==> config.mk <==
export PLATFORM = sky130hd
export DESIGN_NAME = mem_arb_flat
export DESIGN_NICKNAME = d
export VERILOG_FILES = /design/src/rtl/mem_arb_if.sv /design/src/rtl/mem_arb.sv /design/src/flat_wrapper.sv
export SDC_FILE = /design/constraint.sdc
export NUM_CORES = 1
export LEC_CHECK = 0
export CAP_MARGIN = 20
export CORE_ASPECT_RATIO = 1.25
export CORE_MARGIN = 1
export CORE_UTILIZATION = 41
export DETAILED_ROUTE_END_ITERATION = 10
export PLACE_DENSITY = 0.78
export SYNTH_ARGS = -nofsm -noshare
export SYNTH_HDL_FRONTEND = slang
export SYNTH_SLANG_ARGS = --single-unit
==> constraint.sdc <==
create_clock -name clk -period 4.3 [get_ports clk]
set_clock_uncertainty 0.05 [all_clocks]
set_input_delay 0.645 -clock clk [delete_from_list [all_inputs] [get_ports clk]]
set_output_delay 0.645 -clock clk [all_outputs]
set_load 0.005 [all_outputs]
==> src/rtl/mem_arb_if.sv <==
// Bundles the three requester ports and the shared memory port of mem_arb.
// The arbiter uses the slave view; requesters and the memory model use the master view.
interface mem_arb_if #(
    parameter int AW = 16,
    parameter int DW = 32
);
    logic [2:0]      req;
    logic [2:0]      we;
    logic [3*AW-1:0] addr;
    logic [3*DW-1:0] wdata;
    logic [2:0]      done;
    logic            err;
    logic [DW-1:0]   rdata;
    logic [1:0]      gnt_id;
    logic            busy;
    logic            mem_req;
    logic            mem_we;
    logic [AW-1:0]   mem_addr;
    logic [DW-1:0]   mem_wdata;
    logic [DW-1:0]   mem_rdata;
    logic            mem_ack;

    modport slave (
        input  req, we, addr, wdata, mem_rdata, mem_ack,
        output done, err, rdata, gnt_id, busy,
        output mem_req, mem_we, mem_addr, mem_wdata
    );

    modport master (
        output req, we, addr, wdata, mem_rdata, mem_ack,
        input  done, err, rdata, gnt_id, busy,
        input  mem_req, mem_we, mem_addr, mem_wdata
    );
endinterface

==> src/rtl/mem_arb.sv <==
// Round-robin arbiter for the shared memory port: fetch, load/store and debug
// requesters, one outstanding transaction, ack-or-timeout completion.
module mem_arb #(
    parameter int AW      = 16,
    parameter int DW      = 32,
    parameter int TIMEOUT = 15
) (
    input  logic     clk,
    input  logic     rst,
    mem_arb_if.slave bus
);

    typedef enum logic [1:0] {
        IDLE = 2'd0,
        WAIT = 2'd1,
        DONE = 2'd2
    } state_t;

    localparam logic [7:0] CNT_LAST = 8'(TIMEOUT - 1);

    state_t          state_q;
    logic [1:0]      rr_last_q;
    logic [7:0]      cnt_q;
    logic [2:0]      done_q;
    logic            err_q;
    logic [DW-1:0]   rdata_q;
    logic [1:0]      gnt_q;
    logic            busy_q;
    logic            mem_req_q;
    logic            mem_we_q;
    logic [AW-1:0]   mem_addr_q;
    logic [DW-1:0]   mem_wdata_q;

    // Scan order starts just after the last winner: cand[0] is highest priority.
    logic [1:0]      cand [3];
    logic [2:0]      hit;
    logic            gnt_vld_d;
    logic [1:0]      gnt_d;

    generate
        for (genvar gi = 0; gi < 3; gi++) begin : g_scan
            logic [2:0] sum;
            assign sum       = {1'b0, rr_last_q} + 3'(gi + 1);
            assign cand[gi]  = (sum >= 3'd3) ? 2'(sum - 3'd3) : sum[1:0];
            assign hit[gi]   = bus.req[cand[gi]];
        end
    endgenerate

    always_comb begin
        gnt_vld_d = |hit;
        gnt_d     = cand[2];
        if (hit[0]) begin
            gnt_d = cand[0];
        end else if (hit[1]) begin
            gnt_d = cand[1];
        end
    end

    always_ff @(posedge clk or posedge rst) begin
        if (rst) begin
            state_q     <= IDLE;
            rr_last_q   <= 2'd2;
            cnt_q       <= '0;
            done_q      <= '0;
            err_q       <= 1'b0;
            rdata_q     <= '0;
            gnt_q       <= '0;
            busy_q      <= 1'b0;
            mem_req_q   <= 1'b0;
            mem_we_q    <= 1'b0;
            mem_addr_q  <= '0;
            mem_wdata_q <= '0;
        end else begin
            case (state_q)
                IDLE: begin
                    done_q <= '0;
                    err_q  <= 1'b0;
                    if (gnt_vld_d) begin
                        mem_req_q   <= 1'b1;
                        mem_we_q    <= bus.we[gnt_d];
                        mem_addr_q  <= bus.addr[gnt_d*AW +: AW];
                        mem_wdata_q <= bus.wdata[gnt_d*DW +: DW];
                        gnt_q       <= gnt_d;
                        rr_last_q   <= gnt_d;
                        cnt_q       <= '0;
                        busy_q      <= 1'b1;
                        state_q     <= WAIT;
                    end else begin
                        mem_req_q <= 1'b0;
                    end
                end
                WAIT: begin
                    // An ack on the final timeout edge still counts as success.
                    if (bus.mem_ack) begin
                        rdata_q   <= mem_we_q ? '0 : bus.mem_rdata;
                        mem_req_q <= 1'b0;
                        err_q     <= 1'b0;
                        done_q    <= 3'b001 << gnt_q;
                        state_q   <= DONE;
                    end else if (cnt_q == CNT_LAST) begin
                        rdata_q   <= '0;
                        mem_req_q <= 1'b0;
                        err_q     <= 1'b1;
                        done_q    <= 3'b001 << gnt_q;
                        state_q   <= DONE;
                    end else begin
                        cnt_q <= cnt_q + 8'd1;
                    end
                end
                DONE: begin
                    done_q  <= '0;
                    err_q   <= 1'b0;
                    busy_q  <= 1'b0;
                    state_q <= IDLE;
                end
                default: begin
                    state_q <= IDLE;
                end
            endcase
        end
    end

    assign bus.done      = done_q;
    assign bus.err       = err_q;
    assign bus.rdata     = rdata_q;
    assign bus.gnt_id    = gnt_q;
    assign bus.busy      = busy_q;
    assign bus.mem_req   = mem_req_q;
    assign bus.mem_we    = mem_we_q;
    assign bus.mem_addr  = mem_addr_q;
    assign bus.mem_wdata = mem_wdata_q;

endmodule

==> src/flat_wrapper.sv <==
// flat-port wrapper written by rule: the top's interface ports become plain ports
module mem_arb_flat 
#(
    parameter int AW      = 16,
    parameter int DW      = 32,
    parameter int TIMEOUT = 15
)
  (clk, rst, bus_req, bus_we, bus_addr, bus_wdata, bus_mem_rdata, bus_mem_ack, bus_done, bus_err, bus_rdata, bus_gnt_id, bus_busy, bus_mem_req, bus_mem_we, bus_mem_addr, bus_mem_wdata);
  mem_arb_if #(.AW(AW), .DW(DW)) bus_i ();
  input  logic clk;
  input  logic rst;
  input wire logic [$bits(bus_i.req)-1:0] bus_req;
  input wire logic [$bits(bus_i.we)-1:0] bus_we;
  input wire logic [$bits(bus_i.addr)-1:0] bus_addr;
  input wire logic [$bits(bus_i.wdata)-1:0] bus_wdata;
  input wire logic [$bits(bus_i.mem_rdata)-1:0] bus_mem_rdata;
  input wire logic [$bits(bus_i.mem_ack)-1:0] bus_mem_ack;
  output wire logic [$bits(bus_i.done)-1:0] bus_done;
  output wire logic [$bits(bus_i.err)-1:0] bus_err;
  output wire logic [$bits(bus_i.rdata)-1:0] bus_rdata;
  output wire logic [$bits(bus_i.gnt_id)-1:0] bus_gnt_id;
  output wire logic [$bits(bus_i.busy)-1:0] bus_busy;
  output wire logic [$bits(bus_i.mem_req)-1:0] bus_mem_req;
  output wire logic [$bits(bus_i.mem_we)-1:0] bus_mem_we;
  output wire logic [$bits(bus_i.mem_addr)-1:0] bus_mem_addr;
  output wire logic [$bits(bus_i.mem_wdata)-1:0] bus_mem_wdata;
  assign bus_i.req = bus_req;
  assign bus_i.we = bus_we;
  assign bus_i.addr = bus_addr;
  assign bus_i.wdata = bus_wdata;
  assign bus_i.mem_rdata = bus_mem_rdata;
  assign bus_i.mem_ack = bus_mem_ack;
  assign bus_done = bus_i.done;
  assign bus_err = bus_i.err;
  assign bus_rdata = bus_i.rdata;
  assign bus_gnt_id = bus_i.gnt_id;
  assign bus_busy = bus_i.busy;
  assign bus_mem_req = bus_i.mem_req;
  assign bus_mem_we = bus_i.mem_we;
  assign bus_mem_addr = bus_i.mem_addr;
  assign bus_mem_wdata = bus_i.mem_wdata;
  mem_arb #(.AW(AW), .DW(DW), .TIMEOUT(TIMEOUT)) u_core (.clk(clk), .rst(rst), .bus(bus_i));
endmodule
==> reports/qor.yml <==
run_status:
  run_status: "finished, final reports clean"
critical_path:
  cp_top_family: "compound AO/OA/AOI/OAI gates"
  worst-endpoint-arrival_ns: 3.34
  reg2reg_slack_ns: 1.10
  path_buf_inv: 2
  crit_path_max_fanout: 98
  criticalPathCategory: "flip-flop to flip-flop"
  crit_slowest_cell: "dfrtp_1"
  setup.worst_path.end_class: "flip-flop"
  timing.critical_path.cells: "inv_2, ha_1, a21bo_2, o31a_1, o21ai_4, buf_12, mux2i_1, o221ai_2"
  worst_ep_required_time_ns: 4.44
  critical-path-max-stage-delay_ns: 0.58
  type_of_origin_of_the_critical_path: "flip-flop"
routing:
  remaining_routing_drc_violations: 0
  wl_um: 18300
  detailedRoute.firstIterationViolations: 260
  firstDrtPassIters: 4
  ant_nets: 0
  routed-via-count: 5072
  detail_route.wl_per_cell_um: 19.1
  via_per_inst: 5.29
final_layout:
  post_layout_net_count: 973
  nFillCells: 1085
  postLayoutCellArea_um2: 8590
  mostFrequentLayoutCells: "clkdlybuf4s50_1 (273), nand2_1 (129), dfrtp_1 (99), mux2i_1 (50)"
  area_growth_pct: 53.4
  fraction_of_final_layout_cells_with_drive_strength_greater_than_1: 0.155
  final_common_cell: "clkdlybuf4s50_1"
pwr:
  power_leakage_uw: 0.00377
  power.density_nw_per_um2: 771
  worst_vdd_rail_ir_drop_v: 0.00108
floorplan:
  die_width_um: 107
  core_region_area_um2: 13300
  row_count: 47
  design.portCount: 274
  design.die.area_um2: 14100
  die_y_um: 133
  floorplan.initialDensity: 0.421
timing:
  timing.final.crit_period_ns: 3.20
  hold_violations: 0
  rsz0062_at_grt: "false"
  timing.fmax_mhz: 312
  finalMaxSlewViolations: 0
  worst_slew_margin_rel: 0.319
  setup_ws_ns: 1.10
  fin_tns_setup_ns: 0
  setup_viol: 0
  transition_time_at_the_pin_with_the_least_slew_margin_ns: 1.02
  period_share: 0.744
clocking:
  cts_resized: 0
  tritoncts_buffer_count: 9
  post-cts-setup-buffer-count: 0
  cts_tree: "done"
  cts_max_path_buffers: 2
  cts_root_buffer: "clkbuf_16"
  clock_latency_ns: 0.33
  quantity_of_hold_fixing_buffers_added_after_cts: 0
  cts_max_level: 3
  cts_num_sinks: 100
  cts.clk_slew.worst_paths_ns: 0.06
placement:
  preCtsSetupSlack_ns: 1.02
  finalWeightedCongestion: 0.926
  hpwlAfterDp_um: 13600
  post_dp_cell_area_um2: 8250
  port_buffers: 273
synth:
  syn_area_per_cell_um2: 10.5
  synth_edf_count: 0
  net_count_after_synthesis: 725
  yosysSeqAreaShare: 0.447
  synth_cells: 534
  synth-async-reset-ratio: 1.00
  synthDistinctLibCells: 52
  yosysWarningCount: 0
  synthFlopType: "dfrtp_1"
  cell_area_after_technology_mapping_um2: 5600
  number_of_register_bits_inferred_by_synthesis: 100
grt:
  vias_in_the_first_global_route: 5215
  grt_start_max_net_pins: 99
  grtUsageTotal: 0.260
  grt.overflow.total: 0
  grt_first_pass_wirelength_um: 28600
  antenna_found_initial: 1
worst_hold_path:
  timing.hold.worst.class: "flip-flop to flip-flop"
flow_run:
  maxCapViolCount: 0
[flip-flops by register name, indices dropped and copies added (netlist names)]
register / flops
u_core.bus.mem_wdata: 32
u_core.bus.rdata: 32
u_core.bus.mem_addr: 16
u_core.cnt_q: 8
u_core.bus.done: 3
u_core.rr_last_q: 2
u_core.state_q: 2
u_core.bus.busy: 1
u_core.bus.err: 1
u_core.bus.gnt_id: 1
u_core.bus.mem_req: 1
u_core.bus.mem_we: 1
[synthesized netlist by cell type, types with 3 or more instances]
cell type / n / area share
dfrtp_1: 99 / 0.44
o21ai_0: 11 / 0.0098
nand2b_1: 5 / 0.0056
xor2_1: 5 / 0.0078
nor2_1: 11 / 0.0074
ha_1: 6 / 0.013
mux2i_1: 50 / 0.089
buf_4: 7 / 0.0094
buf_6: 8 / 0.016
nand2_2: 40 / 0.045
a21boi_0: 3 / 0.0040
buf_12: 5 / 0.018
o221ai_2: 40 / 0.11
buf_2: 14 / 0.013
nand3_1: 40 / 0.036
o221ai_1: 8 / 0.013
clkbuf_1: 6 / 0.0040
nand2_1: 129 / 0.086
inv_1: 7 / 0.0047
[logic make-up after synthesis]
logic type               count (synthesis)  share of synthesized area
flip-flops                             100                      0.447
AND/OR/NAND/NOR                        240                      0.203
multiplexers                            52                     0.0941
XOR/XNOR                                 5                    0.00782
buffers and inverters                   51                     0.0715
adder cells (fa/ha/maj)                  6                     0.0134
AO/OA/AOI/OAI                           80                      0.163
[worst register-to-register path: cells and delay by family, from the launching register on]
kind,cells,cell delay (ns)
buffers and inverters,2,0.64
AOI/OAI and AO/OA,4,0.76
adders and majority gates,1,0.54
DFF,1,0.58
muxes,1,0.48
[final timing paths]
check                                                      end                        startpoint  depth (start not counted)
setup / recovery           u_core.bus.mem_wdata[3]$_DFFE_PP0P_   u_core.rr_last_q[0]$_DFFE_PP0P_                          8
hold / removal                u_core.bus.rdata[23]$_DFFE_PP0P_  u_core.bus.rdata[23]$_DFFE_PP0P_                          2
setup reg to reg           u_core.bus.mem_wdata[3]$_DFFE_PP0P_   u_core.rr_last_q[0]$_DFFE_PP0P_                          8
hold reg to reg               u_core.bus.rdata[23]$_DFFE_PP0P_  u_core.bus.rdata[23]$_DFFE_PP0P_                          2
max in group asynchronous          u_core.cnt_q[7]$_DFFE_PP0P_                               rst                          4
min in group asynchronous     u_core.bus.rdata[19]$_DFFE_PP0P_                               rst                          2
[metrics by stage]
step	total power, uW	hold slack, ns	util	std cells
3_3_place_gp	5710	0.399	0.621	940
3_5_place_dp	5860	0.405	0.621	940
2_1_floorplan	4780	0.412	-	534
6_report	6620	0.415	0.646	959
4_1_cts	6660	0.420	0.643	956
5_1_grt	7070	0.443	0.646	958
[routing by layer]
layer  vias up  GRT usage  share of wire
met5         -          0              0
met4         0     0.0875          0.020
met3        25     0.0606          0.082
met2       207      0.456           0.51
met1      2466      0.311           0.39
li1       2374          -              -
[area by class of cell]
class | count | area, um^2 | area share
Clock inverter | 3 | 20.0 | 0.00233
Sequential cell | 100 | 2500 | 0.292
Antenna cell | 1 | 2.50 | 0.000291
Multi-Input combinational cell | 383 | 2710 | 0.316
Clock buffer | 13 | 270 | 0.0315
Timing Repair Buffer | 279 | 2830 | 0.329
Inverter | 9 | 37.5 | 0.00437
Tap cell | 171 | 214 | 0.0249
[where the power goes]
part           internal, uW  switching, uW
registers              1380            268
clock network           439            340
logic                  1990           2200
total                  3810           2810
Power figures use the tool's default switching activity.
